[config.mk]
export PLATFORM = sky130hd
export DESIGN_NAME = shift_add_multiplier
export DESIGN_NICKNAME = d
export VERILOG_FILES = /design/src/rtl/shift_add_pkg.sv /design/src/rtl/shift_add_multiplier_add_nbit.sv /design/src/rtl/shift_add_multiplier.sv
export SDC_FILE = /design/constraint.sdc
export NUM_CORES = 1
export LEC_CHECK = 0
export CAP_MARGIN = 0
export CORE_MARGIN = 5
export CORE_UTILIZATION = 50
export CTS_CLUSTER_SIZE = 10
export DETAILED_ROUTE_END_ITERATION = 16
export GPL_TIMING_DRIVEN = 0
export PLACE_DENSITY = 0.81
export SYNTH_ARGS = -nofsm -noshare
export SYNTH_HDL_FRONTEND = slang
export SYNTH_HIERARCHICAL = 1
export SYNTH_SLANG_ARGS = --single-unit
[constraint.sdc]
create_clock -name clk -period 2.8 [get_ports clk]
set_clock_uncertainty 0.2 [all_clocks]
set_input_delay 0.84 -clock clk [delete_from_list [all_inputs] [get_ports clk]]
set_output_delay 0.84 -clock clk [all_outputs]
set_load 0.02 [all_outputs]
[src/rtl/shift_add_pkg.sv]
// Shared definitions for the shift-and-add multiplier: FSM encoding,
// default operand width and the iteration counter sizing rule.
package shift_add_pkg;

  typedef enum logic [1:0] {
    ST_IDLE = 2'd0,
    ST_RUN  = 2'd1,
    ST_DONE = 2'd2
  } state_t;

  localparam int DEFAULT_WIDTH = 4;

  // Counter has to reach WIDTH-1; keep at least one bit for degenerate widths.
  function automatic int cnt_width(input int w);
    return (w > 1) ? $clog2(w) : 1;
  endfunction

endpackage

[src/rtl/shift_add_multiplier_add_nbit.sv]
// WIDTH-bit adder built from 4-bit carry-lookahead blocks rippled on carry.
// Pure combinational; used as the per-iteration partial-sum stage.
module add_nbit #(
  parameter int WIDTH = shift_add_pkg::DEFAULT_WIDTH
) (
  input  logic [WIDTH-1:0] a,
  input  logic [WIDTH-1:0] b,
  input  logic             cin,
  output logic [WIDTH-1:0] sum,
  output logic             cout
);

  localparam int NBLK = WIDTH / 4;

  logic [3:0] g;
  logic [3:0] p;
  logic [3:0] c;
  logic       c_blk;

  // NOTE: every signal written here gets a default first so no path leaves
  // it unassigned, which would otherwise infer a latch.
  always_comb begin
    g     = '0;
    p     = '0;
    c     = '0;
    sum   = '0;
    c_blk = cin;
    for (int k = 0; k < NBLK; k++) begin
      g = a[4*k +: 4] & b[4*k +: 4];
      p = a[4*k +: 4] ^ b[4*k +: 4];
      c[0] = c_blk;
      c[1] = g[0] | (p[0] & c_blk);
      c[2] = g[1] | (p[1] & g[0]) | (p[1] & p[0] & c_blk);
      c[3] = g[2] | (p[2] & g[1]) | (p[2] & p[1] & g[0])
           | (p[2] & p[1] & p[0] & c_blk);
      c_blk = g[3] | (p[3] & g[2]) | (p[3] & p[2] & g[1])
            | (p[3] & p[2] & p[1] & g[0]) | (p[3] & p[2] & p[1] & p[0] & c_blk);
      sum[4*k +: 4] = p ^ c;
    end
    cout = c_blk;
  end

endmodule

[src/rtl/shift_add_multiplier.sv]
// Sequential unsigned shift-and-add multiplier: one add/shift per cycle for
// WIDTH cycles, then a one-cycle done pulse with the registered product.
module shift_add_multiplier
  import shift_add_pkg::*;
#(
  parameter int WIDTH = DEFAULT_WIDTH
) (
  input  logic                 clk,
  input  logic                 rst_n,
  input  logic                 start,
  input  logic [WIDTH-1:0]     a,
  input  logic [WIDTH-1:0]     b,
  output logic                 busy,
  output logic                 done,
  output logic [2*WIDTH-1:0]   product
);

  localparam int CW = cnt_width(WIDTH);

  state_t           state;
  state_t           state_nxt;
  logic [WIDTH-1:0] mcand;
  logic [WIDTH-1:0] acc_hi;
  logic [WIDTH-1:0] acc_lo;
  logic [CW-1:0]    count;

  logic [WIDTH-1:0]   add_b;
  logic [WIDTH-1:0]   add_sum;
  logic               add_cout;
  logic [2*WIDTH-1:0] shifted;
  logic               last;
  logic               accept;

  assign add_b   = acc_lo[0] ? mcand : '0;
  // {cout, sum, acc_lo} shifted right by one drops the consumed multiplier bit.
  assign shifted = {add_cout, add_sum, acc_lo[WIDTH-1:1]};
  assign last    = (count == CW'(WIDTH - 1));
  assign accept  = start && (state != ST_RUN);

  add_nbit #(.WIDTH(WIDTH)) u_add (
    .a    (acc_hi),
    .b    (add_b),
    .cin  (1'b0),
    .sum  (add_sum),
    .cout (add_cout)
  );

  always_comb begin
    state_nxt = state;
    case (state)
      ST_IDLE: if (start) state_nxt = ST_RUN;
      ST_RUN:  if (last)  state_nxt = ST_DONE;
      ST_DONE: state_nxt = start ? ST_RUN : ST_IDLE;
      default: state_nxt = ST_IDLE;
    endcase
  end

  // NOTE: sequential state uses non-blocking assignments so every register
  // samples pre-edge values regardless of statement order.
  always_ff @(posedge clk or negedge rst_n) begin
    if (!rst_n) begin
      state <= ST_IDLE;
    end else begin
      state <= state_nxt;
    end
  end

  // NOTE: the datapath is reset too, so an aborted operation leaves no stale
  // operands or partial sums behind.
  always_ff @(posedge clk or negedge rst_n) begin
    if (!rst_n) begin
      mcand   <= '0;
      acc_hi  <= '0;
      acc_lo  <= '0;
      count   <= '0;
      product <= '0;
    end else if (accept) begin
      mcand  <= a;
      acc_hi <= '0;
      acc_lo <= b;
      count  <= '0;
    end else if (state == ST_RUN) begin
      {acc_hi, acc_lo} <= shifted;
      count            <= count + 1'b1;
      if (last) product <= shifted;
    end
  end

  assign busy = (state == ST_RUN);
  assign done = (state == ST_DONE);

endmodule

# Word-level counts from Yosys, hierarchy flattened
# Cells that the tools add are included.
# W data, S select, Z words.
# word_totals
word_cells,48
reg_bits,24
output_inout_bits,10
inputBits,11
# op_classes
bitwise,19
eq_ne,6
muxes,11
reduce_logical,5
add_sub_neg,1
# op_table
operator,count
$mux W4,5
$and A1 B1 Y1,9
$mux W2,4
$xor A4 B4 Y4,2
$or A1 B1 Y1,6
$pmux W2 S3,1
$and A4 B4 Y4,1
$eq A2 B2 Y1 const B,2
$ne A2 B1 Y1 const B,2
$reduce_and A3 Y1,1
$add A2 B1 Y2 const B,1
$eq A2 B1 Y1 const B,1
$logic_not A2 Y1,1
$ne A2 B2 Y1 const B,1
$reduce_and A2 Y1,1
$reduce_bool A2 Y1,1
$logic_and A1 B1 Y1,1
$mux W1,1
$not A1 Y1,1

# Depth between registers and ports, before layout
# Gate-level depths: netlist of run 1.
# depth
ltp_word,8
ltp_mapped,7
mapped_depth_nobuf,7

# Cells and area by module
# The synthesis of run 1 kept the hierarchy.
# by_module_without_submodules
module,seq_area_each_um2,instances,area_each_um2,cells_per_inst
shift_add_multiplier,600.6,1,1049.8,82
add_nbit,0.0,1,147.6,17

# Worst setup path after synthesis of run 1
# Ideal clock, no wire load.
# synth_timing
path_kind,reg2reg
startpoint,reg acc_lo[0]
endpoint,reg product[7]
stages_incl_launch_ff,7
setup_time_ns,0.125
slack_ns,0.855
arrival_ns,1.620
period_less_slack_ns,1.945
required_ns,2.475
n_path_buf,0
cell_sequence,dfrtp_1 > and2_1 > ha_1 > a21o_1 > a31o_1 > a21o_1 > mux2_4
# synth_via
elab_chain_cells,6
elab_cells_between_ends,11
cone_classes,mux: 1; bitwise: 10
# synth_rtl
element,line,text
start: declaration,shift_add_multiplier.sv:24,logic [WIDTH-1:0] acc_lo;
start signal: assignment,shift_add_multiplier.sv:83,"{acc_hi, acc_lo} <= shifted;"
$mux W4 *,shift_add_multiplier.sv:34,assign add_b = acc_lo[0] ? mcand : '0;
net add_b[2],shift_add_multiplier.sv:27,logic [WIDTH-1:0] add_b;
$and A4 B4 Y4 or $xor A4 B4 Y4 (tied branches),"shift_add_multiplier_add_nbit.sv:29, shift_add_multiplier_add_nbit.sv:30",
$and A1 B1 Y1 (on tied branches),"shift_add_multiplier_add_nbit.sv:36, shift_add_multiplier_add_nbit.sv:37",
"$or A1 B1 Y1, or another cell as far along",shift_add_multiplier_add_nbit.sv:36,c_blk = g[3] | (p[3] & g[2]) | (p[3] & p[2] & g[1])
$or A1 B1 Y1 or $and A1 B1 Y1 (tied branches),"shift_add_multiplier_add_nbit.sv:36, shift_add_multiplier_add_nbit.sv:37",
$or A1 B1 Y1 *,shift_add_multiplier_add_nbit.sv:37,| (p[3] & p[2] & p[1] & g[0]) | (p[3] & p[2] & p[1] & p[0] & c_blk);
net add_cout,shift_add_multiplier.sv:29,logic add_cout;
end signal: assignment,shift_add_multiplier.sv:85,if (last) product <= shifted;
end: declaration,shift_add_multiplier.sv:15,output logic [2*WIDTH-1:0] product
# The timed path passes the listed nets; every way through them passes the cells marked *.
# A chain may end at the register's enable or synchronous reset.

# Worst setup path after layout of run 1
# layout_timing
startpoint,reg state[1]
endpoint,out busy
# layout_via
elab_chain_cells,1
# layout_rtl
element,line,text
start: declaration,shift_add_multiplier.sv:20,state_t state;
start signal: assignment,shift_add_multiplier.sv:64,state <= state_nxt;
$eq A2 B1 Y1,shift_add_multiplier.sv:89,assign busy = (state == ST_RUN);
end: declaration,shift_add_multiplier.sv:13,"output logic busy,"
# Every way passes these cells.

==> flow_metrics.py, run 1 <==
metrics = {
    "status": {
        "status": "finished clean",
    },
    "critical_path": {
        "timing.rr.end": "product[7]$_DFFE_PN0P_",
        "cp.arrival_ns": 1.59,
        "endpoint": "busy",
        "endpoint_kind": "output port",
        "r2r-start": "acc_lo[0]$_DFFE_PN0P_",
        "cp_data_required_time_ns": 1.76,
        "cp_max_fo": 10,
        "cp-start-kind": "register",
        "cp-startpoint": "state[1]$_DFFE_PN0P_",
        "rrSetupSlack_ns": 0.73,
        "r2r_cells": 6,
        "worstSetupPathType": "reg2out",
    },
    "synth": {
        "async_reset_ff_frac": 1.000,
        "synth_edf_count": 0,
        "syn_inst": 99,
        "synth.avg_cell_area_sq_um": 12.09,
        "synthFlopType": "dfrtp_1",
        "synth_cell_type_count": 25,
        "syn_area_sq_mm": 0.001197,
        "ys_warn_count": 6,
        "yosys_register_bits": 24,
        "yosysSeqAreaShare": 0.5016,
    },
    "floorplanning": {
        "start_util": 0.5311,
        "io-pin-count": 21,
        "coreArea_sq_mm": 0.002255,
        "die_h_um": 58.94,
        "rows": 17,
        "fp.dieW_um": 58.94,
        "design.die.area_sq_mm": 0.003473,
    },
    "drt": {
        "avgRoutedWirePerCell_um": 13.39,
        "antenna_left": 0,
        "drt_wl_total_um": 2022,
        "vias": 772,
        "dr.pass1.iters": 4,
        "drtIter0Drc": 8,
        "drc": 0,
        "vias_per_cell": 5.113,
    },
    "cts": {
        "cts_setup_buffers": 0,
        "cts_buffers": 3,
        "cts_root_buffer": "clkbuf_4",
        "clock-sinks": 24,
        "clockBufferDepth": 2,
        "cts_htree_levels": 1,
        "path_clk_slew_ns": 0.14,
        "insertion_delay_ns": 0.32,
        "cts_tree": "done",
    },
    "placed_design": {
        "place.port_buffers": 19,
        "place_congestion": 0.7000,
        "hpwl_um": 1533,
        "place_area_sq_mm": 0.001426,
    },
    "timing": {
        "period_needed_ns": 2.632,
        "slew_violations": 0,
        "max_freq_mhz": 380.0,
        "rsz0062_at_grt": "no",
        "finalSetupViolCount": 0,
        "hold_violations": 0,
        "fin_tns_setup_ns": 0,
        "timing.final.crit_share": 0.9399,
        "hold-worst-slack_ns": 0.3117,
        "tightest_slew_ns": 1.049,
        "max_slew_margin": 0.2983,
    },
    "run": {
        "maxCapViolations": 0,
    },
    "layout": {
        "drive_gt1_frac": 0.1789,
        "final_core_util": 0.6554,
        "fin_area_sq_mm": 0.001478,
        "n_antenna_cell": 0,
        "finalNetCount": 141,
        "area_growth_pct": 23.41,
    },
    "grt": {
        "grtUsageTotal": 0.1338,
        "grt_max_degree": 25,
        "antenna_found_initial": 0,
        "grt_pass1_vias": 763,
        "grt_pass1_wl_um": 3553,
        "grt-ovfl-total": 0,
    },
    "power_and_ir_drop": {
        "vdd_ir_drop_max_uv": 775.2,
        "cellPowerDensity_mw_per_mm2": 1118,
        "leakagePower_nw": 0.7353,
    },
    "hold_path": {
        "hp-class": "reg2reg",
        "min_path_cells": 1,
    },
}
==> metrics by stage <==
step	setup slack, ns	power [W]	cells
finish	0.1684	0.001652	151
global route	0.07236	0.001792	151
CTS	0.1510	0.001677	151
detailed placement	0.2659	0.001431	147
global placement	0.2691	0.001396	147
floorplan	0.8550	0.001174	100
==> power breakdown <==
part,internal [W],switching (W)
sequential,0.000499,0.0000926
combinational,0.000416,0.000397
clock,0.000145,0.000102
total,0.00106,0.000592
==> placed cells by master, fill, tap and decap left out <==
master	n
mux2i_1	4
dfrtp_1	24
buf_6	2
a21oi_1	1
dlygate4sd2_1	1
inv_6	1
buf_2	1
nand2_8	1
o22ai_1	1
o21ai_0	9
mux2_4	8
a31o_1	1
inv_1	6
ha_1	5
clkbuf_4	3
o21ai_1	1
nand2_1	15
fa_1	1
conb_1	2
xnor2_1	2
and2b_1	1
bufinv_16	1
nand2b_4	1
nand3_1	1
clkdlybuf4s50_1	18
xor2_1	1
mux2_2	4
and2_1	4
a21o_1	3
==> metal layers <==
| metal | global-route usage | up-vias | share of wire |
|---|---|---|---|
| met4 | 0.01942 | 0 | 0 |
| li1 | - | 381 | - |
| met5 | 0 | - | 0 |
| met2 | 0.2177 | 17 | 0.48 |
| met1 | 0.1803 | 374 | 0.47 |
| met3 | 0.03947 | 0 | 0.058 |
==> worst max-delay path, stage by stage (launching register included) <==
cell           delay [ns]
dfrtp_1              0.40
nand2b_4             0.18
inv_6                0.08
buf_6                0.13
buf_6                0.14
dlygate4sd2_1        0.34
==> cell usage after synthesis, drive strengths merged, types with 2 or more instances <==
| cell type | n | area share |
|---|---|---|
| o21ai | 10 | 0.042 |
| buf | 3 | 0.023 |
| dfrtp | 24 | 0.50 |
| nand2 | 16 | 0.064 |
| mux2i | 4 | 0.033 |
| a21o | 3 | 0.019 |
| inv | 7 | 0.026 |
| ha | 5 | 0.052 |
| mux2 | 12 | 0.14 |
| and2 | 4 | 0.021 |
| xnor2 | 2 | 0.015 |
==> cell type report <==
class	instances	area [sq um]
buffer	3	27.53
clock buffer	3	22.52
clock inverter	1	30.03
fill	190	777.0
inverter	7	31.28
multi-input combinational	66	541.8
sequential	24	600.6
tap	28	35.03
timing repair buffer	19	188.9
==> worst min path at each step <==
stage / start / slack [ns] / endpoint
after floorplan: count[0]$_DFFE_PN0P_ / 0.27 / count[0]$_DFFE_PN0P_
after global placement: count[0]$_DFFE_PN0P_ / 0.28 / count[0]$_DFFE_PN0P_
after detailed placement: mcand[0]$_DFFE_PN0P_ / 0.29 / mcand[0]$_DFFE_PN0P_
after CTS: mcand[0]$_DFFE_PN0P_ / 0.32 / mcand[0]$_DFFE_PN0P_
after global routing: mcand[1]$_DFFE_PN0P_ / 0.33 / mcand[1]$_DFFE_PN0P_
final: count[0]$_DFFE_PN0P_ / 0.31 / count[0]$_DFFE_PN0P_
==> state kept, by name, indices dropped and copies added (netlist names) <==
register	flops
acc_hi	4
acc_lo	4
count	2
mcand	4
product	8
state	2
==> logic make-up (layout without fill, tap and decap cells) <==
group / after synthesis / in the layout / synth area share
adders and majority gates: 6 / 6 / 0.06897
other: 1 / 2 / 0.003132
xor gates and xnor gates: 3 / 3 / 0.02195
muxes: 16 / 16 / 0.1714
buffers and inverters: 10 / 33 / 0.04911
DFF: 24 / 24 / 0.5016
and+or+nand+nor: 23 / 23 / 0.1066
AOI/OAI and AO/OA: 16 / 16 / 0.07732
==> repair_timing <==
| action | 4_1_cts | 5_1_grt |
|---|---|---|
| hold buffers | 0 | 0 |
| setup endpoints to repair | 1 | 0 |
| gates resized for setup | 1 | 0 |
| hold endpoints to repair | 0 | 0 |
Power figures use the tool's default switching activity.
==> run 2, diff against run 1 <==
Settings changed: CTS_BUF_LIST from default to sky130_fd_sc_hd__clkbuf_4, TNS_END_PERCENT from default to 20.
==> results of run 2 <==
The final DEF is identical to that of run 1; final timing and power are the same.
